==> src/rtl/fpu_lzd_norm_scheduler.sv <==
// fpu_lzd_norm_scheduler
// Shares one leading-zero-detect/normalize datapath between the add/sub
// result path (requester 0) and the mul result path (requester 1).
// Round-robin arbitration, stage 1 holds the granted operand, stage 2 holds
// the normalized result. Valid/ready handshakes on both sides.
//
// Ports:
//   clk, rst            clock, asynchronous active-high reset
//   req_valid/req_ready per-requester handshake (bit 0 add/sub, bit 1 mul)
//   reqN_man/exp/sign/tag  un-normalized operand from requester N
//   out_valid/out_ready result handshake
//   out_man/exp/sign/tag   normalized result and pass-through fields
//   out_src             requester index that produced the result
//   out_zero/out_uflow  zero-significand and exponent-underflow flags
module fpu_lzd_norm_scheduler #(
  parameter int unsigned MAN_W = 16,
  parameter int unsigned EXP_W = 8,
  parameter int unsigned TAG_W = 4
) (
  input  logic             clk,
  input  logic             rst,
  input  logic [1:0]       req_valid,
  output logic [1:0]       req_ready,
  input  logic [MAN_W-1:0] req0_man,
  input  logic [MAN_W-1:0] req1_man,
  input  logic [EXP_W-1:0] req0_exp,
  input  logic [EXP_W-1:0] req1_exp,
  input  logic             req0_sign,
  input  logic             req1_sign,
  input  logic [TAG_W-1:0] req0_tag,
  input  logic [TAG_W-1:0] req1_tag,
  output logic             out_valid,
  input  logic             out_ready,
  output logic [MAN_W-1:0] out_man,
  output logic [EXP_W-1:0] out_exp,
  output logic             out_sign,
  output logic [TAG_W-1:0] out_tag,
  output logic             out_src,
  output logic             out_zero,
  output logic             out_uflow
);

  localparam int unsigned LZ_W = $clog2(MAN_W + 1);

  // Arbiter pointer and stage 1 operand
  logic             ptr_q, ptr_d;
  logic             s1_valid_q, s1_valid_d;
  logic [MAN_W-1:0] s1_man_q, s1_man_d;
  logic [EXP_W-1:0] s1_exp_q, s1_exp_d;
  logic             s1_sign_q, s1_sign_d;
  logic [TAG_W-1:0] s1_tag_q, s1_tag_d;
  logic             s1_src_q, s1_src_d;

  // Stage 2 result
  logic             out_valid_q, out_valid_d;
  logic [MAN_W-1:0] out_man_q, out_man_d;
  logic [EXP_W-1:0] out_exp_q, out_exp_d;
  logic             out_sign_q, out_sign_d;
  logic [TAG_W-1:0] out_tag_q, out_tag_d;
  logic             out_src_q, out_src_d;
  logic             out_zero_q, out_zero_d;
  logic             out_uflow_q, out_uflow_d;

  logic             s1_accept, s2_accept, xfer;
  logic [1:0]       grant;
  logic [LZ_W-1:0]  lz;
  logic             n_zero, n_uflow;
  logic [MAN_W-1:0] n_man;
  logic [EXP_W-1:0] n_exp;

  // Stall chain and round-robin grant; independent of operand data
  always_comb begin
    s2_accept = !out_valid_q || out_ready;
    s1_accept = !s1_valid_q || s2_accept;
    grant     = 2'b00;
    case (req_valid)
      2'b01:   grant = 2'b01;
      2'b10:   grant = 2'b10;
      2'b11:   grant = ptr_q ? 2'b10 : 2'b01;
      default: grant = 2'b00;
    endcase
    req_ready = rst ? 2'b00 : (grant & {2{s1_accept}});
    xfer      = |(req_valid & req_ready);
  end

  // Stage 1 next state; pointer moves to the requester that lost
  always_comb begin
    ptr_d      = ptr_q;
    s1_valid_d = s1_valid_q;
    s1_man_d   = s1_man_q;
    s1_exp_d   = s1_exp_q;
    s1_sign_d  = s1_sign_q;
    s1_tag_d   = s1_tag_q;
    s1_src_d   = s1_src_q;
    if (xfer) begin
      ptr_d = req_ready[0];
    end
    if (s1_accept) begin
      s1_valid_d = xfer;
      if (xfer) begin
        s1_src_d  = req_ready[1];
        s1_man_d  = req_ready[1] ? req1_man  : req0_man;
        s1_exp_d  = req_ready[1] ? req1_exp  : req0_exp;
        s1_sign_d = req_ready[1] ? req1_sign : req0_sign;
        s1_tag_d  = req_ready[1] ? req1_tag  : req0_tag;
      end
    end
  end

  // Leading-zero count: the highest set bit wins since later iterations overwrite
  always_comb begin
    lz = LZ_W'(MAN_W);
    for (int i = 0; i < int'(MAN_W); i++) begin
      if (s1_man_q[i]) lz = LZ_W'(int'(MAN_W) - 1 - i);
    end
  end

  // Normalize; exp <= lz flushes, so the subtract below never wraps
  always_comb begin
    n_zero  = (s1_man_q == '0);
    n_uflow = !n_zero && (s1_exp_q <= EXP_W'(lz));
    n_man   = '0;
    n_exp   = '0;
    if (!n_zero && !n_uflow) begin
      n_man = s1_man_q << lz;
      n_exp = s1_exp_q - EXP_W'(lz);
    end
  end

  // Stage 2 next state
  always_comb begin
    out_valid_d = out_valid_q;
    out_man_d   = out_man_q;
    out_exp_d   = out_exp_q;
    out_sign_d  = out_sign_q;
    out_tag_d   = out_tag_q;
    out_src_d   = out_src_q;
    out_zero_d  = out_zero_q;
    out_uflow_d = out_uflow_q;
    if (s2_accept) begin
      out_valid_d = s1_valid_q;
      if (s1_valid_q) begin
        out_man_d   = n_man;
        out_exp_d   = n_exp;
        out_sign_d  = s1_sign_q;
        out_tag_d   = s1_tag_q;
        out_src_d   = s1_src_q;
        out_zero_d  = n_zero;
        out_uflow_d = n_uflow;
      end
    end
  end

  always_ff @(posedge clk or posedge rst) begin
    if (rst) begin
      ptr_q       <= 1'b0;
      s1_valid_q  <= 1'b0;
      s1_man_q    <= '0;
      s1_exp_q    <= '0;
      s1_sign_q   <= 1'b0;
      s1_tag_q    <= '0;
      s1_src_q    <= 1'b0;
      out_valid_q <= 1'b0;
      out_man_q   <= '0;
      out_exp_q   <= '0;
      out_sign_q  <= 1'b0;
      out_tag_q   <= '0;
      out_src_q   <= 1'b0;
      out_zero_q  <= 1'b0;
      out_uflow_q <= 1'b0;
    end else begin
      ptr_q       <= ptr_d;
      s1_valid_q  <= s1_valid_d;
      s1_man_q    <= s1_man_d;
      s1_exp_q    <= s1_exp_d;
      s1_sign_q   <= s1_sign_d;
      s1_tag_q    <= s1_tag_d;
      s1_src_q    <= s1_src_d;
      out_valid_q <= out_valid_d;
      out_man_q   <= out_man_d;
      out_exp_q   <= out_exp_d;
      out_sign_q  <= out_sign_d;
      out_tag_q   <= out_tag_d;
      out_src_q   <= out_src_d;
      out_zero_q  <= out_zero_d;
      out_uflow_q <= out_uflow_d;
    end
  end

  assign out_valid = out_valid_q;
  assign out_man   = out_man_q;
  assign out_exp   = out_exp_q;
  assign out_sign  = out_sign_q;
  assign out_tag   = out_tag_q;
  assign out_src   = out_src_q;
  assign out_zero  = out_zero_q;
  assign out_uflow = out_uflow_q;

endmodule

==> config.mk <==
export PLATFORM = sky130hd
export DESIGN_NAME = fpu_lzd_norm_scheduler
export DESIGN_NICKNAME = d
export VERILOG_FILES = /design/src/rtl/fpu_lzd_norm_scheduler.sv
export SDC_FILE = /design/constraint.sdc
export NUM_CORES = 1
export LEC_CHECK = 0
export BUFFER_PORTS_ARGS = -buffer_cell sky130_fd_sc_hd__buf_2
export CAP_MARGIN = 15
export CORE_MARGIN = 1
export CORE_UTILIZATION = 30
export DETAILED_ROUTE_END_ITERATION = 6
export PLACE_DENSITY_LB_ADDON = 0.12
export SKIP_LAST_GASP = 1
export SLEW_MARGIN = 20
export SYNTH_ARGS = -nofsm -noshare
export SYNTH_HDL_FRONTEND = slang
export SYNTH_SLANG_ARGS = --single-unit
==> constraint.sdc <==
create_clock -name clk -period 6 [get_ports clk]
set_input_delay 1.2 -clock clk [delete_from_list [all_inputs] [get_ports clk]]
set_output_delay 1.2 -clock clk [all_outputs]
set_load 0.02 [all_outputs]
# == Yosys cells after proc, flatten, opt, wreduce, memory -nomap -nowiden ==
# Cells that the tools add are included.
# totals
ff_bits,65
out_inout_bits,35
# op_classes
n_reduce_logical,12
magnitude_cmp,1
n_mux,25
n_eq_ne,3
n_shift,1
bitwise_logic,2
add_sub_neg,1
# op_table
cell,n
$mux 5,16
$mux 16,2
$logic_not 16->1,1
$mux 8,2
$shl 16x5->16,1
$le 8x5->1,1
$sub 8x5->8,1
$pmux 2 s3,1
$and 2x2->2,2
$eq 2x2->1 const B,2
$logic_not 1->1,4
$mux 2,2
$mux 4,1
$reduce_and 2->1,2
$eq 2x1->1 const B,1
$logic_and 1x1->1,2
$logic_or 1x1->1,2
$reduce_or 2->1,1
$mux 1,1

# == Longest topological paths before layout ==
# depth
depth_word,21
depth_mapped,16
mapped_depth_nobuf,13

# == Worst setup path before layout ==
# Ideal clock, no wire load.
# synth_path
path_type,register to register
startpoint,register s1_man_q[4]
endpoint,register out_man_q[12] (netlist: out_man[12])
setup_time_ns,0.065
n_path_buf,4
stages_incl_launch_ff,17
slack_ns,2.686
t_required_ns,5.935
arrival_time_ns,3.249
path_cell_list,dfrtp_1 -> buf_4 -> nor2_1 -> a221oi_1 -> o41ai_1 -> o41ai_2 -> buf_4 -> buf_4 -> ha_1 -> fa_1 -> nand2b_1 -> a21oi_1 -> o21ai_0 -> nand2b_1 -> clkbuf_1 -> a22oi_1 -> o211a_1
# synth_between
elab_chain_len,17
# synth_rtl
element,line_no,rtl
start: declaration,48,"logic [MAN_W-1:0] s1_man_q, s1_man_d;"
start signal: assignment,174,s1_man_q <= s1_man_d;
$mux 5 (12 in a row),114,if (s1_man_q[i]) lz = LZ_W'(int'(MAN_W) - 1 - i);
$le 8x5->1,121,n_uflow = !n_zero && (s1_exp_q <= EXP_W'(lz));
$logic_and 1x1->1,121,
$logic_not 1->1,124,if (!n_zero && !n_uflow) begin
$logic_and 1x1->1,124,
$mux 16 *,124,
end signal: assignment,180,out_man_q <= out_man_d;
end: declaration,56,"logic [MAN_W-1:0] out_man_q, out_man_d;"
# Mark *: on every way between the ends. The rest lies on a longest branch, timed or not.
# A chain may end at the register's enable or synchronous reset.

# == Final worst setup path ==
# layout_path
startpoint,register s1_man_q[13]
endpoint,register out_man_q[8] (netlist: out_man[8])
# layout_between
elab_chain_len,8
# layout_rtl
element,line_no
$mux 5 (3 in a row),114
$le 8x5->1,121
$logic_and 1x1->1,121
$logic_not 1->1,124
$logic_and 1x1->1,124
$mux 16 *,124
# Marks and branches as above.

==> results by group <==
GRT
  • First-pass GRT wire length: 16.6 mm
  • Initial antenna violation count: 0
  • Vias in the first global route: 3188
  • Tot GR Track Use: 0.170
  • Largest net degree at the start of global routing: 37
  • Grt total ovfl: 0

Synthesis
  • Ys Warns: 0
  • Synth Area per Inst: 9.52 um^2
  • Primary FF master, synth: dfrtp_1
  • Seq/Total Area, Yosys: 0.444
  • Post-synth top cells: 65 x dfrtp_1, 42 x inv_1, 41 x nand2_1
  • Post-synthesis async set-or-reset flop share: 1.00
  • Count of cell types in the netlist: 63
  • Cells after synthesis: 385
  • Main area contributors after synthesis: dfrtp_1 44%, a222oi_1 7.6%, inv_1 4.3%
  • Leading area contributor after synthesis: dfrtp_1
  • Synthesis-stage register bit count: 65
  • Post-synth top area share: 0.444
  • Syn Std Cell Area: 0.00366 mm^2
  • Most numerous cell in the Yosys netlist: dfrtp_1
  • Number of synthesized flops with an enable pin: 0
  • Syn_nets: 454

Placed design
  • # port buffers: 97
  • Gp weighted congestion: 0.859
  • Dpl ws: 2.10 ns
  • DP HPWL: 7.59 mm

Drt
  • DRT antenna net count: 0
  • Drt drc: 0
  • Per-cell routed wire length: 16.0 um
  • Via density: 5.16
  • Via count: 3228
  • DR pass1 iterations: 5
  • Initial DRC count: 237
  • WL final: 10.0 mm

Layout
  • Ant diodes: 0
  • Area growth syn-to-layout: 24.2%
  • Storage cell area: 0.00163 mm^2
  • Number of fill cells in the layout: 1230
  • Layout Nets: 542
  • Post-layout utilization of the core: 0.380
  • Area occupied by multi-input gates: 0.00177 mm^2
  • Layout cells sized above 1: 0.289

Worst hold path
  • Hold path endpoint: out_man[3]$_DFFE_PP0P_
  • Hold Startpoint: out_man[3]$_DFFE_PP0P_
  • WHS Path Cells: 2
  • Worst Hold Class: flop to flop

Clock network
  • Hold-fix buffers, CTS: 0
  • Clk pin slew, worst setup/hold paths: 0.06 ns
  • Clk_lat worst skew: 0.33 ns
  • Cts repair resizes: 0
  • CTS Buf Count: 9
  • H-Tree Depth: 3
  • CTS tree: done
  • CTS sink cnt: 65
  • Root buf cell: clkbuf_16
  • CTS Buffer Depth: 2
  • Post-CTS setup buffers: 0

STA
  • Fin worst setup slack: 2.06 ns
  • Slew headroom: 0.559
  • Final TNS setup: 0 ns
  • Final setup fails: 0
  • RSZ-0062 raised after global routing: no
  • Slew at the pin with the worst max-slew slack: 0.660 ns
  • Final Max Slew Viols: 0
  • Min Tclk post-route: 3.94 ns
  • Max Freq: 0.254 GHz
  • Hold_ws: 0.474 ns
  • Tcrit/Tclk final: 0.657
  • Clock Skew: 0.00599 ns
  • Final Hold Viols: 0

Worst setup path
  • Worst Path Arrival: 4.21 ns
  • Reg2reg end: out_man[8]$_DFFE_PP0P_
  • CP max FO: 14
  • CP endpoint kind: flop
  • Crit path required time: 6.27 ns
  • Crit-path cells: nor2_1 -> o21a_1 -> a2bb2oi_2 -> inv_1 -> fa_1 -> nand2b_1 -> a21oi_1 -> o21ai_0 -> nand2b_1 -> nor2_1 -> a21boi_0 -> a221o_1
  • Startpoint types: flop
  • Worst Setup Path Type: flop to flop
  • Critical Path Max Stage Delay: 0.53 ns
  • Reg2reg setup slack: 2.06 ns
  • R2r startpoint: s1_man_q[13]$_DFFE_PP0P_
  • Crit-path slowest cell: a2bb2oi_2
  • Worst Path Buf+Inv: 1
  • R2R depth: 12
  • CP top delay family: compound AO/OA/AOI/OAI gates

Floorplan
  • Die height: 113 um
  • Core area: 0.0120 mm^2
  • Cell row count: 40
  • # IOs: 98
  • Initial core utilization: 0.306
  • Chip width: 113 um
  • Die area: 0.0127 mm^2

Status
  • Status: finished, final reports clean

Power
  • Pwr per Cell Area: 434 mW/mm^2
  • Peak supply drop: 156 uV
  • Power Total: 1970 uW
  • Leakage power: 0.00229 uW

Flow run
  • Max Cap Violations: 0
worst max path at each step:
stage                        startpoint  cells past startpoint  slack (ns)                       to
6_report       s1_man_q[13]$_DFFE_PP0P_                     12        2.06   out_man[8]$_DFFE_PP0P_
5_1_grt        s1_man_q[13]$_DFFE_PP0P_                     12        1.59   out_man[8]$_DFFE_PP0P_
4_1_cts        s1_man_q[13]$_DFFE_PP0P_                     12        2.09   out_man[8]$_DFFE_PP0P_
3_5_place_dp   s1_man_q[13]$_DFFE_PP0P_                     11        2.10  out_man[13]$_DFFE_PP0P_
3_3_place_gp    s1_man_q[1]$_DFFE_PP0P_                     14        2.13   out_man[8]$_DFFE_PP0P_
2_1_floorplan   s1_man_q[4]$_DFFE_PP0P_                     16        2.69  out_man[12]$_DFFE_PP0P_
cells by family (layout without fill, tap and decap cells):
group,Yosys count,after routing,share of synthesized area
simple gates,103,103,0.142
flops,65,65,0.444
compound gates,120,120,0.249
buf+inv,68,161,0.0778
xor+xnor,4,4,0.00956
fa+ha+maj,6,6,0.0225
mux,19,19,0.0550
through the flow:
step / area, um^2 / std cells
global route: 4550 / 625
detailed placement: 4270 / 609
finish: 4550 / 625
global placement: 4270 / 609
CTS: 4550 / 625
floorplan: 3660 / 385
registers in the layout, summed over array words and instances (netlist names):
| name | count |
|---|---|
| out_exp | 8 |
| out_man | 16 |
| out_sign | 1 |
| out_src | 1 |
| out_tag | 4 |
| out_uflow | 1 |
| out_valid | 1 |
| out_zero | 1 |
| ptr_q | 1 |
| s1_exp_q | 8 |
| s1_man_q | 16 |
| s1_sign_q | 1 |
| s1_src_q | 1 |
| s1_tag_q | 4 |
| s1_valid_q | 1 |
cell type report:
| type | instances | area share |
|---|---|---|
| multi-input combinational | 252 | 0.389 |
| timing repair buffer | 103 | 0.117 |
| sequential | 65 | 0.357 |
| inverter | 42 | 0.0346 |
| clock buffer | 12 | 0.0564 |
| clock inverter | 4 | 0.00605 |
| tap | 147 | 0.0404 |
worst min-delay path, stage by stage, from the launching register on:
cell     delay, ns
dfrtp_1       0.34
nand2_1       0.05
o21ai_0       0.06
cell usage in the layout (no fill, tap or decap), drive strengths merged, types with 3 or more instances in the layout:
cell / n
buf: 103
dfrtp: 65
inv: 42
nand2: 41
a222oi: 28
o21ai: 25
nor2: 18
a21oi: 17
clkbuf: 12
mux2i: 10
mux2: 9
nand2b: 7
nor3: 6
ha: 5
or2: 5
nor2b: 4
and2: 4
a21o: 4
a22oi: 4
a31oi: 4
a22o: 4
a221o: 4
nor4: 4
and3: 3
o31ai: 3
a211oi: 3
clkinvlp: 3
a21boi: 3
power by group:
part           internal [uW]  switching, uW
Clock                    301            193
Combinational            321            470
Sequential               571            117
Total                   1190            779
layer usage:
metal / vias up / wire length, um / global-route usage
li1: 1605 / - / -
met1: 1501 / 4960 / 0.238
met3: 18 / 486 / 0.0410
met2: 104 / 4360 / 0.248
met5: - / 0 / 0
met4: 0 / 222 / 0.0711
Power figures use the tool's default switching activity.
